### config.mk
export PLATFORM = sky130hd
export DESIGN_NAME = branch_tag_allocator
export DESIGN_NICKNAME = d
export VERILOG_FILES = /design/src/rtl/branch_tag_allocator.sv
export SDC_FILE = /design/constraint.sdc
export NUM_CORES = 1
export LEC_CHECK = 0
export CAP_MARGIN = 15
export CORE_MARGIN = 3
export CORE_UTILIZATION = 50
export DETAILED_ROUTE_END_ITERATION = 8
export GPL_ROUTABILITY_DRIVEN = 0
export PLACE_DENSITY = 0.85
export SKIP_CTS_REPAIR_TIMING = 1
export SYNTH_ARGS = -nofsm -noshare
export SYNTH_HDL_FRONTEND = slang
export SYNTH_SLANG_ARGS = --single-unit
### constraint.sdc
create_clock -name clk -period 7.73 [get_ports clk]
set_clock_uncertainty 0.1 [all_clocks]
set_input_delay 1.546 -clock clk [delete_from_list [all_inputs] [get_ports clk]]
set_output_delay 1.546 -clock clk [all_outputs]
set_load 0.02 [all_outputs]
### src/rtl/branch_tag_allocator.sv
// Branch checkpoint tag allocator: hands out up to two RAT checkpoint tags per
// cycle, retires them in program order on resolve and clears all of them on flush.
module branch_tag_allocator #(
  parameter int PC_BITS       = 32,
  parameter int MAX_BRANCH_IF = 2,
  parameter int ID_BITS       = $clog2(MAX_BRANCH_IF)
) (
  input  logic               clk,
  input  logic               rst_n,
  input  logic               alloc_req_1,
  input  logic               alloc_req_2,
  input  logic [PC_BITS-1:0] alloc_pc_1,
  input  logic [PC_BITS-1:0] alloc_pc_2,
  output logic               alloc_grant,
  output logic [ID_BITS-1:0] alloc_id_1,
  output logic [ID_BITS-1:0] alloc_id_2,
  output logic               branch_stall,
  input  logic               resolve_valid,
  input  logic [ID_BITS-1:0] resolve_id,
  input  logic               flush,
  output logic               head_valid,
  output logic [ID_BITS-1:0] head_id,
  output logic [PC_BITS-1:0] head_pc,
  output logic [ID_BITS:0]   in_flight,
  output logic               one_free,
  output logic               two_free,
  output logic               order_err
);

  localparam logic [ID_BITS:0] MAX_CNT = (ID_BITS+1)'(MAX_BRANCH_IF);
  localparam logic [ID_BITS:0] MAX_M2  = (ID_BITS+1)'(MAX_BRANCH_IF - 2);

  logic [ID_BITS-1:0] head_q, head_d;
  logic [ID_BITS-1:0] tail_q, tail_d;
  logic [ID_BITS:0]   count_q, count_d;
  logic               order_err_q, order_err_d;
  logic [PC_BITS-1:0] pc_mem [MAX_BRANCH_IF];

  logic               resolve_ok;
  logic               resolve_bad;
  logic [ID_BITS:0]   grant_n;

  // Stall and grant depend only on registered occupancy, never on resolve.
  assign one_free     = count_q < MAX_CNT;
  assign two_free     = count_q <= MAX_M2;
  assign branch_stall = (alloc_req_1 & ~alloc_req_2 & ~one_free) |
                        (alloc_req_1 &  alloc_req_2 & ~two_free);
  assign alloc_grant  = alloc_req_1 & ~branch_stall & ~flush;
  assign alloc_id_1   = tail_q;
  assign alloc_id_2   = tail_q + ID_BITS'(1);

  assign resolve_ok  = resolve_valid & ~flush & (count_q != '0) & (resolve_id == head_q);
  assign resolve_bad = resolve_valid & ~flush & ~resolve_ok;

  always_comb begin
    grant_n = '0;
    if (alloc_grant) grant_n = alloc_req_2 ? (ID_BITS+1)'(2) : (ID_BITS+1)'(1);
  end

  always_comb begin
    head_d      = head_q;
    tail_d      = tail_q;
    count_d     = count_q;
    order_err_d = order_err_q;
    if (flush) begin
      head_d      = '0;
      tail_d      = '0;
      count_d     = '0;
      order_err_d = 1'b0;
    end else begin
      tail_d  = tail_q + grant_n[ID_BITS-1:0];
      count_d = count_q + grant_n - {{ID_BITS{1'b0}}, resolve_ok};
      if (resolve_ok)  head_d      = head_q + ID_BITS'(1);
      if (resolve_bad) order_err_d = 1'b1;
    end
  end

  always_ff @(posedge clk or negedge rst_n) begin
    if (!rst_n) begin
      head_q      <= '0;
      tail_q      <= '0;
      count_q     <= '0;
      order_err_q <= 1'b0;
    end else begin
      head_q      <= head_d;
      tail_q      <= tail_d;
      count_q     <= count_d;
      order_err_q <= order_err_d;
    end
  end

  // PC storage is deliberately left unreset; it is only observed while head_valid.
  always_ff @(posedge clk) begin
    if (alloc_grant) begin
      pc_mem[tail_q] <= alloc_pc_1;
      if (alloc_req_2) pc_mem[alloc_id_2] <= alloc_pc_2;
    end
  end

  assign head_valid = count_q != '0;
  assign head_id    = head_q;
  assign head_pc    = pc_mem[head_q];
  assign in_flight  = count_q;
  assign order_err  = order_err_q;

endmodule

# == After elaboration in Yosys (flattened, before gate mapping) ==
# Memories as Yosys holds them, arrays and structs flattened.
# Index checks and enable logic that the tools add are counted.
# totals
regBits,5
ram_bits,64
inputBits,71
out_inout_bits,43
elab_cells,46
memories,1
# memory_table
name,words,word_bits,read_ports,rd_clocked_by_memory_dff,write_ports,line_no,source
pc_mem,2,32,1,0,2,37,logic [PC_BITS-1:0] pc_mem [MAX_BRANCH_IF];
# classes
add_sub_neg,5
n_lt_le_gt_ge,2
n_eq_ne,1
muxes,13
n_bitwise,17
reduce_logical,3
# op_table
op,n
$and A1 B1 Y1,10
$mux W1,10
$mux W2,3
$not A1 Y1,6
$reduce_bool A2 Y1,3
$add A1 B1 Y1 const B,2
$add A2 B2 Y2,1
$le A2 B1 Y1 const B,1
$lt A2 B2 Y1 const B,1
$sub A2 B1 Y2,1
$add A1 B1 Y1,1
$eq A1 B1 Y1,1
$or A1 B1 Y1,1

# == Longest topological paths before layout ==
# Gate-level depths: netlist of run 1.
# depth
word_depth,11
mapped_depth,9
depth_no_buf,8

# == Least setup slack after synthesis of run 1 ==
# Ideal clock, no wire load.
# synth_timing
kind,input to register
start,input port flush
end,"memory pc_mem[0][0], enable pin"
arrival_time_ns,3.482
required_ns,7.198
path_slack_ns,3.716
path_stages,3
path_buffers,0
path_cell_list,nor3b_4 > nand2_1 > a21oi_1
# synth_lines
element,line_no,source
from (decl),20,"input logic flush,"
to (decl),37,

# == Worst setup path after layout of run 1 ==
# layout_timing
start,input port flush
end,output port alloc_grant
# layout_between
elab_chain_cells,2
# layout_lines
element,line_no,source
$not A1 Y1,48,assign alloc_grant = alloc_req_1 & ~branch_stall & ~flush;
$and A1 B1 Y1,48,
to (decl),14,"output logic alloc_grant,"
# No other way between the ends.

==> out/metrics.yaml, run 1 <==
status:
  status: "finished clean"
synth:
  syn_nets: 285
  syn-instance-count: 212
  yosys.area.top_type: "edfxtp_1"
  synth_edf_count: 64
  syn_area_per_cell_um2: 16.9
  seq_area_frac_synth: 0.573
  synth_top_cells_by_count: "edfxtp_1 (64), mux2_2 (64), mux2_4 (30)"
  synth-async-reset-ratio: 0.0725
  ys_ff_latch: 69
  yosysWarnings: 0
  synth_area_leaders: "edfxtp_1 (54%), mux2_2 (20%), mux2_4 (13%)"
  netlist_area_um2: 3570
  synthFlopType: "edfxtp_1"
  netlist.area_leader.share: 0.538
  synth.distinct_cells: 29
drt:
  drt-pass1-iter-count: 4
  vias: 2209
  drc: 0
  first_iter_violations: 69
  viasPerCell: 5.19
  ant_nets: 0
  totalWireLength_um: 7360
  wire_per_inst_um: 17.3
clocking:
  cts-root-buf: "clkbuf_8"
  htreeDepth: 3
  clkSinkCount: 69
  clk_latency_ns: 0.34
  clock_path_buffers: 2
  clk_pin_slew_ns: 0.06
  cts_tree: "done"
  cts_buffers: 9
timing:
  period_needed_ns: 4.94
  finalMaxSlewViolations: 0
  worst_pin_slew_ns: 1.09
  tns_ns: 0
  rsz0062_at_grt: "false"
  hold_viol: 0
  period_share: 0.639
  fmaxAchievable_ghz: 0.202
  max-slew-margin-rel: 0.275
  hold_slack_ns: 0.425
  setup_viol: 0
power_and_ir_drop:
  power_frac_comb: 0.227
  vdd_drop_max_mv: 0.102
  pwr-share-seq: 0.483
  power_density_nw_per_um2: 186
  cellLeakagePower_nw: 1.77
  swShare: 0.243
  p_int_mw: 0.697
  switching_power_mw: 0.223
  report.power.total_mw: 0.920
  clock_power_share: 0.290
final_layout:
  n_antenna_cell: 0
  nets: 400
  drive_gt1_frac: 0.336
  seqCellArea_um2: 2050
  syn_to_final_growth_pct: 38.5
  multi_input_area_um2: 1420
  stdcell_count: 426
  nFillCells: 479
placed_design:
  dp_cells: 411
  place_hpwl_um: 4970
  numPortBuffers: 113
min_path:
  hold_path_depth: 2
  whs_endpoint: "order_err"
  min_path_type: "reg2reg"
  min-delay-start: "order_err"
grt:
  grt_pass1_vias: 2411
  antenna_found_initial: 0
  grt_overflow_total: 0
  gr-usage-all-layers: 0.190
  grt_pass1_wl_um: 12000
  grt_max_degree: 33
worst_setup_path:
  timing.rr.end: "in_flight[1]"
  critPathRequiredTime_ns: 6.08
  r2r_cells: 9
  reg2reg_setup_slack_ns: 4.97
  crit_fanout: 7
  start_kind: "primary input"
  r2r_start: "head_id"
  cp.arrival_ns: 3.29
  endpoint_kind: "output port"
  worstSetupPathType: "in2out"
job:
  max-cap-violations: 0
floorplan:
  core_um2: 6870
  dieArea_um2: 8200
  die_x_um: 90.5
  rows: 30
  io_pins: 114
  die_y_um: 90.5
  initial_core_util: 0.520
-- worst max path at each step --
| stage | from | depth (start not counted) | end |
|---|---|---|---|
| 6_report | flush | 5 | alloc_grant |
| 3_3_place_gp | flush | 5 | alloc_grant |
| 4_1_cts | flush | 5 | alloc_grant |
| 5_1_grt | flush | 5 | alloc_grant |
| 2_1_floorplan | flush | 3 | pc_mem[0][0] |
| 3_5_place_dp | flush | 5 | alloc_grant |
-- metrics by stage --
| step | area (um^2) | utilization | setup WS, ns |
|---|---|---|---|
| 2_1_floorplan | 3570 | - | 3.72 |
| 3_3_place_gp | 4750 | 0.692 | 2.81 |
| 3_5_place_dp | 4750 | 0.692 | 2.79 |
| 4_1_cts | 4920 | 0.717 | 2.78 |
| 5_1_grt | 4950 | 0.721 | 2.67 |
| 6_report | 4950 | 0.721 | 2.79 |
-- power by group through the flow --
stage	registers [mW]	clock network, mW	logic [mW]
4_1_cts	0.445	0.271	0.209
6_report	0.445	0.267	0.209
3_5_place_dp	0.453	0	0.207
2_1_floorplan	0.451	0	0.107
5_1_grt	0.447	0.284	0.223
3_3_place_gp	0.451	0	0.204
-- cells by family after synthesis --
| group | after synthesis | synth area share |
|---|---|---|
| DFF | 69 | 0.573 |
| AOI/OAI and AO/OA | 9 | 0.0147 |
| buffers and inverters | 18 | 0.0361 |
| and+or+nand+nor | 15 | 0.0280 |
| xor gates and xnor gates | 3 | 0.00735 |
| muxes | 96 | 0.334 |
| adders and majority gates | 2 | 0.00700 |
-- cell usage in the layout (no fill, tap or decap), types with 3 or more instances in the layout --
cell / instances
mux2_2: 64
clkinv_1: 3
mux2_4: 30
clkbuf_8: 9
nand2_1: 3
nor2_1: 3
edfxtp_1: 64
clkdlybuf4s50_1: 113
dfrtp_1: 5
inv_1: 7
-- registers in the layout (all words and copies together) (netlist names) --
register	count
alloc_id_1	1
pc_mem	64
head_id	1
order_err	1
in_flight	2
-- cell type report --
type                    count  share of cell area
clock buffers              10              0.0258
clock inverters             4             0.00834
inverters                   7             0.00531
multi-input cells         125               0.287
flip-flops and latches     69               0.414
well taps                  96              0.0243
repair buffers            115               0.236
-- critical path, cell delays in order --
cell	delay (ns)
clkdlybuf4s50_1	0.56
nor3b_4	0.31
nand2_1	0.19
inv_1	0.09
clkdlybuf4s50_1	0.60
-- routing by layer --
| layer | vias to the layer above | routed length (um) | GRT usage |
|---|---|---|---|
| li1 | 1043 | - | - |
| met1 | 1086 | 2930 | 0.221 |
| met2 | 71 | 3910 | 0.333 |
| met3 | 9 | 416 | 0.0550 |
| met4 | 0 | 111 | 0.0702 |
| met5 | - | 0 | 0 |
(Power assumes the default switching activity.)
==> run 2: changes to the inputs <==
--- a/config.mk
+++ b/config.mk
@@ -7,10 +7,10 @@
 export LEC_CHECK = 0
 export CAP_MARGIN = 15
 export CORE_MARGIN = 3
-export CORE_UTILIZATION = 50
+export CORE_UTILIZATION = 42
 export DETAILED_ROUTE_END_ITERATION = 8
 export GPL_ROUTABILITY_DRIVEN = 0
-export PLACE_DENSITY = 0.85
+export PLACE_DENSITY = 0.77
 export SKIP_CTS_REPAIR_TIMING = 1
 export SYNTH_ARGS = -nofsm -noshare
 export SYNTH_HDL_FRONTEND = slang
==> constraint.sdc (replaced) <==
create_clock -name clk -period 4.49 [get_ports clk]
set_clock_uncertainty 0.1 [all_clocks]
set_input_delay 0.898 -clock clk [delete_from_list [all_inputs] [get_ports clk]]
set_output_delay 0.898 -clock clk [all_outputs]
set_load 0.02 [all_outputs]
==> run 2 against run 1 <==
Utilization decreased by 12 points; critical path type unchanged; sequential power increased by 72%; cell count grew 3.1%; critical endpoint unchanged; global-route usage decreased by 3.4 points.
==> out/metrics.yaml, run 2 (synthesis gave the netlist of run 1 again) <==
status:
  status: "finished clean"
floorplan:
  io_pins: 114
  die_x_um: 98.2
  rows: 33
  die_y_um: 98.2
  initial_core_util: 0.433
  core_um2: 8260
  dieArea_um2: 9650
final_layout:
  n_antenna_cell: 0
  drive_gt1_frac: 0.344
  largest_register: "pc_mem"
  syn_to_final_growth_pct: 39.1
  largest_reg_flops: 64
  utilization: 0.602
  final_cell_mix: "clkdlybuf4s50_1 (113), mux2_2 (64), edfxtp_1 (64)"
  nets: 404
  layout_commonest_cell: "clkdlybuf4s50_1"
  nFillCells: 662
timing:
  finalMaxSlewViolations: 0
  fmaxAchievable_ghz: 0.272
  setup_viol: 0
  hold_viol: 0
  period_needed_ns: 3.67
  rsz0062_at_grt: "false"
  tns_ns: 0
  period_share: 0.818
  worst_pin_slew_ns: 0.818
  fin_ws_ns: 0.818
  max-slew-margin-rel: 0.453
clocking:
  cts_buffers: 9
  htreeDepth: 3
  cts-root-buf: "clkbuf_8"
  clk_pin_slew_ns: 0.07
  clock_path_buffers: 2
  clk_latency_ns: 0.33
  clkSinkCount: 69
  cts_tree: "done"
drt:
  ant_nets: 0
  drt-pass1-iter-count: 4
  first_iter_violations: 72
  drc: 0
  totalWireLength_um: 7400
  viasPerCell: 5.05
  vias: 2218
  wire_per_inst_um: 16.8
worst_setup_path:
  crit_fanout: 7
  path_cells: "clkdlybuf4s50_1 > nor3b_4 > nand2_1 > inv_1 > clkdlybuf4s50_1"
  crit_buf_inv: 3
  worstSetupStartpoint: "flush"
  r2r_start: "head_id"
  r2r_cells: 9
  critPathRequiredTime_ns: 3.49
  worstSetupPathType: "in2out"
  critPathTopFamily: "buffers and inverters"
  crit_end: "alloc_grant"
  start_kind: "primary input"
  reg2reg_setup_slack_ns: 1.86
  timing.rr.end: "in_flight[1]"
  cp_common_cell: "clkdlybuf4s50_1"
  max_stage_delay_ns: 0.61
  endpoint_kind: "output port"
  cp.arrival_ns: 2.67
  cp.depth: 5
  cp_slowest_cell: "clkdlybuf4s50_1"
grt:
  grt_overflow_total: 0
  gr-usage-all-layers: 0.156
  grt_pass1_wl_um: 11800
  grt_max_degree: 33
  antenna_found_initial: 0
  grt_pass1_vias: 2359
power_and_ir_drop:
  report.power.total_mw: 1.53
  cellLeakagePower_nw: 1.78
  vdd_drop_max_mv: 0.144
  power_density_nw_per_um2: 307
placed_design:
  post-place-ws_ns: 0.819
  numPortBuffers: 113
  place_hpwl_um: 5160
min_path:
  min-delay-start: "order_err"
  min_path_type: "reg2reg"
job:
  max-cap-violations: 0
run 2: changes by cell type in the layout (fill, tap and decap cells not counted), sizes merged:
| cell | delta |
|---|---|
| buf | +4 |
| bufinv | -1 |
| clkbuf | -1 |
| clkinv | +2 |
run 2: area by class of cell:
class,count,area [um^2],area share
Inverter,7,26.3,0.00529
Clock inverter,5,20.0,0.00403
Clock buffer,9,124,0.0249
Timing Repair Buffer,119,1200,0.242
Sequential cell,69,2050,0.412
Tap cell,105,131,0.0264
Multi-Input combinational cell,125,1420,0.286
run 2: worst min-delay path by stage:
stage	endpoint	depth (start not counted)	slack, ns
final	order_err	2	0.45
after CTS	order_err	2	0.46
after global placement	order_err	2	0.41
after global routing	order_err	2	0.50
after floorplan	alloc_id_1	0	0.50
after detailed placement	order_err	2	0.45
run 2: layer usage:
layer  track usage  wire [um]
met1         0.200       3220
met5             0          0
met3        0.0457        478
met4        0.0473         59
met2         0.258       3640
run 2: through the flow:
step                instance area [um^2]  std cells  hold slack [ns]
detailed placement                  4830        425            0.448
CTS                                 4970        439            0.458
global placement                    4830        425            0.405
floorplan                           3570        212            0.495
finish                              4970        439            0.448
global route                        4970        439            0.495
run 2: power by group:
| group | internal, mW | switching, mW | total, mW |
|---|---|---|---|
| Clock | 0.186 | 0.214 | 0.400 |
| Combinational | 0.210 | 0.152 | 0.361 |
| Sequential | 0.746 | 0.0191 | 0.765 |
| Total | 1.14 | 0.385 | 1.53 |
run 2: tightest hold or removal path, cell delays in order (launching register included):
cell     delay (ns)
dfrtp_1        0.39
inv_1          0.06
a21oi_1        0.06
==> run 3: changes to the inputs <==
--- a/config.mk
+++ b/config.mk
@@ -7,10 +7,10 @@
 export LEC_CHECK = 0
 export CAP_MARGIN = 15
 export CORE_MARGIN = 3
-export CORE_UTILIZATION = 42
+export CORE_UTILIZATION = 47
 export DETAILED_ROUTE_END_ITERATION = 8
 export GPL_ROUTABILITY_DRIVEN = 0
-export PLACE_DENSITY = 0.77
+export PLACE_DENSITY = 0.81
 export SKIP_CTS_REPAIR_TIMING = 1
 export SYNTH_ARGS = -nofsm -noshare
 export SYNTH_HDL_FRONTEND = slang
==> constraint.sdc (replaced) <==
create_clock -name clk -period 3.75 [get_ports clk]
set_clock_uncertainty 0.1 [all_clocks]
set_input_delay 0.75 -clock clk [delete_from_list [all_inputs] [get_ports clk]]
set_output_delay 0.75 -clock clk [all_outputs]
set_load 0.02 [all_outputs]
==> run 3 against run 2 <==
Combinational power rose by 20%; non-clock buffer count up 1; sequential share of layout area down 0.31 points.
==> out/metrics.yaml, run 3 (synthesis gave the netlist of run 1 again) <==
status:
  status: "finished clean"
grt:
  met1_usage: 0.214
  grt_max_degree: 33
  grt_overflow_total: 0
  gr-usage-all-layers: 0.176
  grt_pass1_vias: 2372
  use_met2: 0.299
  top_usage_layer: "met2"
  met3_usage: 0.0579
  grt_pass1_wl_um: 11600
  antenna_found_initial: 0
drt:
  vias: 2219
  viasPerCell: 5.09
  totalWireLength_um: 7200
  drc: 0
  wire_per_inst_um: 16.5
  first_iter_violations: 125
  drt-pass1-iter-count: 4
  ant_nets: 0
final_layout:
  final_cell_mix: "clkdlybuf4s50_1 (113), mux2_2 (64), edfxtp_1 (64)"
  layout_commonest_cell: "clkdlybuf4s50_1"
  drive_gt1_frac: 0.356
  largest_reg_flops: 64
  utilization: 0.683
  stdcell_count: 436
  n_antenna_cell: 0
  syn_to_final_growth_pct: 40.2
  largest_register: "pc_mem"
  nets: 405
  final_area_um2: 5010
timing:
  fmaxAchievable_ghz: 0.297
  rsz0062_at_grt: "false"
  period_needed_ns: 3.37
  hold_viol: 0
  period_share: 0.899
  max-slew-margin-rel: 0.695
  finalMaxSlewViolations: 0
  tns_ns: 0
  worst_pin_slew_ns: 0.458
  setup_viol: 0
clocking:
  clkSinkCount: 69
  cts-root-buf: "clkbuf_8"
  htreeDepth: 3
  cts_buffers: 9
  clock_path_buffers: 2
  cts_tree: "done"
  clk_latency_ns: 0.32
  clk_pin_slew_ns: 0.07
job:
  max-cap-violations: 0
min_path:
  min_path_type: "reg2reg"
floorplan:
  dieArea_um2: 8690
  die_y_um: 93.2
  core_um2: 7330
  io_pins: 114
  initial_core_util: 0.487
  die_x_um: 93.2
  rows: 31
worst_setup_path:
  r2r_start: "head_id"
  reg2reg_setup_slack_ns: 1.57
  r2r_cells: 9
  start_kind: "primary input"
  cp.arrival_ns: 2.52
  worstSetupStartpoint: "flush"
  endpoint_kind: "output port"
  crit_fanout: 7
  critPathRequiredTime_ns: 2.90
  crit_end: "alloc_grant"
  worstSetupPathType: "in2out"
  timing.rr.end: "in_flight[1]"
power_and_ir_drop:
  vdd_drop_max_mv: 0.193
  cellLeakagePower_nw: 1.82
  report.power.total_mw: 1.98
  power_density_nw_per_um2: 395
placed_design:
  placed_cell_area_um2: 4800
  numPortBuffers: 113
  place_hpwl_um: 4990
  dp_cells: 420
-- run 3: power by group --
group          total [mW]  internal, mW  switching (mW)
combinational       0.435         0.248           0.187
sequential          0.908         0.893          0.0153
clock               0.634         0.372           0.262
total                1.98          1.51           0.464
-- run 3: how the worst min path moves through the flow --
stage,from,to,slack [ns],cells after the start
after floorplan,rst_n,alloc_id_1,0.35,0
after global placement,order_err,order_err,0.40,2
after detailed placement,order_err,order_err,0.42,2
after CTS,order_err,order_err,0.43,2
after global routing,order_err,order_err,0.46,2
final,order_err,order_err,0.42,2
-- run 3: per-layer routing --
metal  wire [um]  part of all wire
met4          85             0.012
met3         454             0.063
met1        2950              0.41
met2        3710              0.52
met5           0                 0
-- run 3: worst max-delay path: stages --
cell and delay, ns:
clkdlybuf4s50_1 0.56, nor3b_4 0.31, nand2_1 0.19, inv_1 0.10, clkdlybuf4s50_1 0.61
-- run 3: stage by stage --
step,worst slack (ns),hold WS [ns]
after floorplan,0.532,0.354
after global placement,0.412,0.404
after detailed placement,0.370,0.416
after CTS,0.358,0.427
after global routing,0.261,0.458
final,0.378,0.420
-- run 3: final cells by class --
cell class | count | area, um^2
Clock buffer | 11 | 131
Clock inverter | 5 | 75.1
Fill cell | 495 | 2320
Multi-Input combinational cell | 125 | 1420
Inverter | 7 | 26.3
Sequential cell | 69 | 2050
Timing Repair Buffer | 120 | 1180
Tap cell | 99 | 124
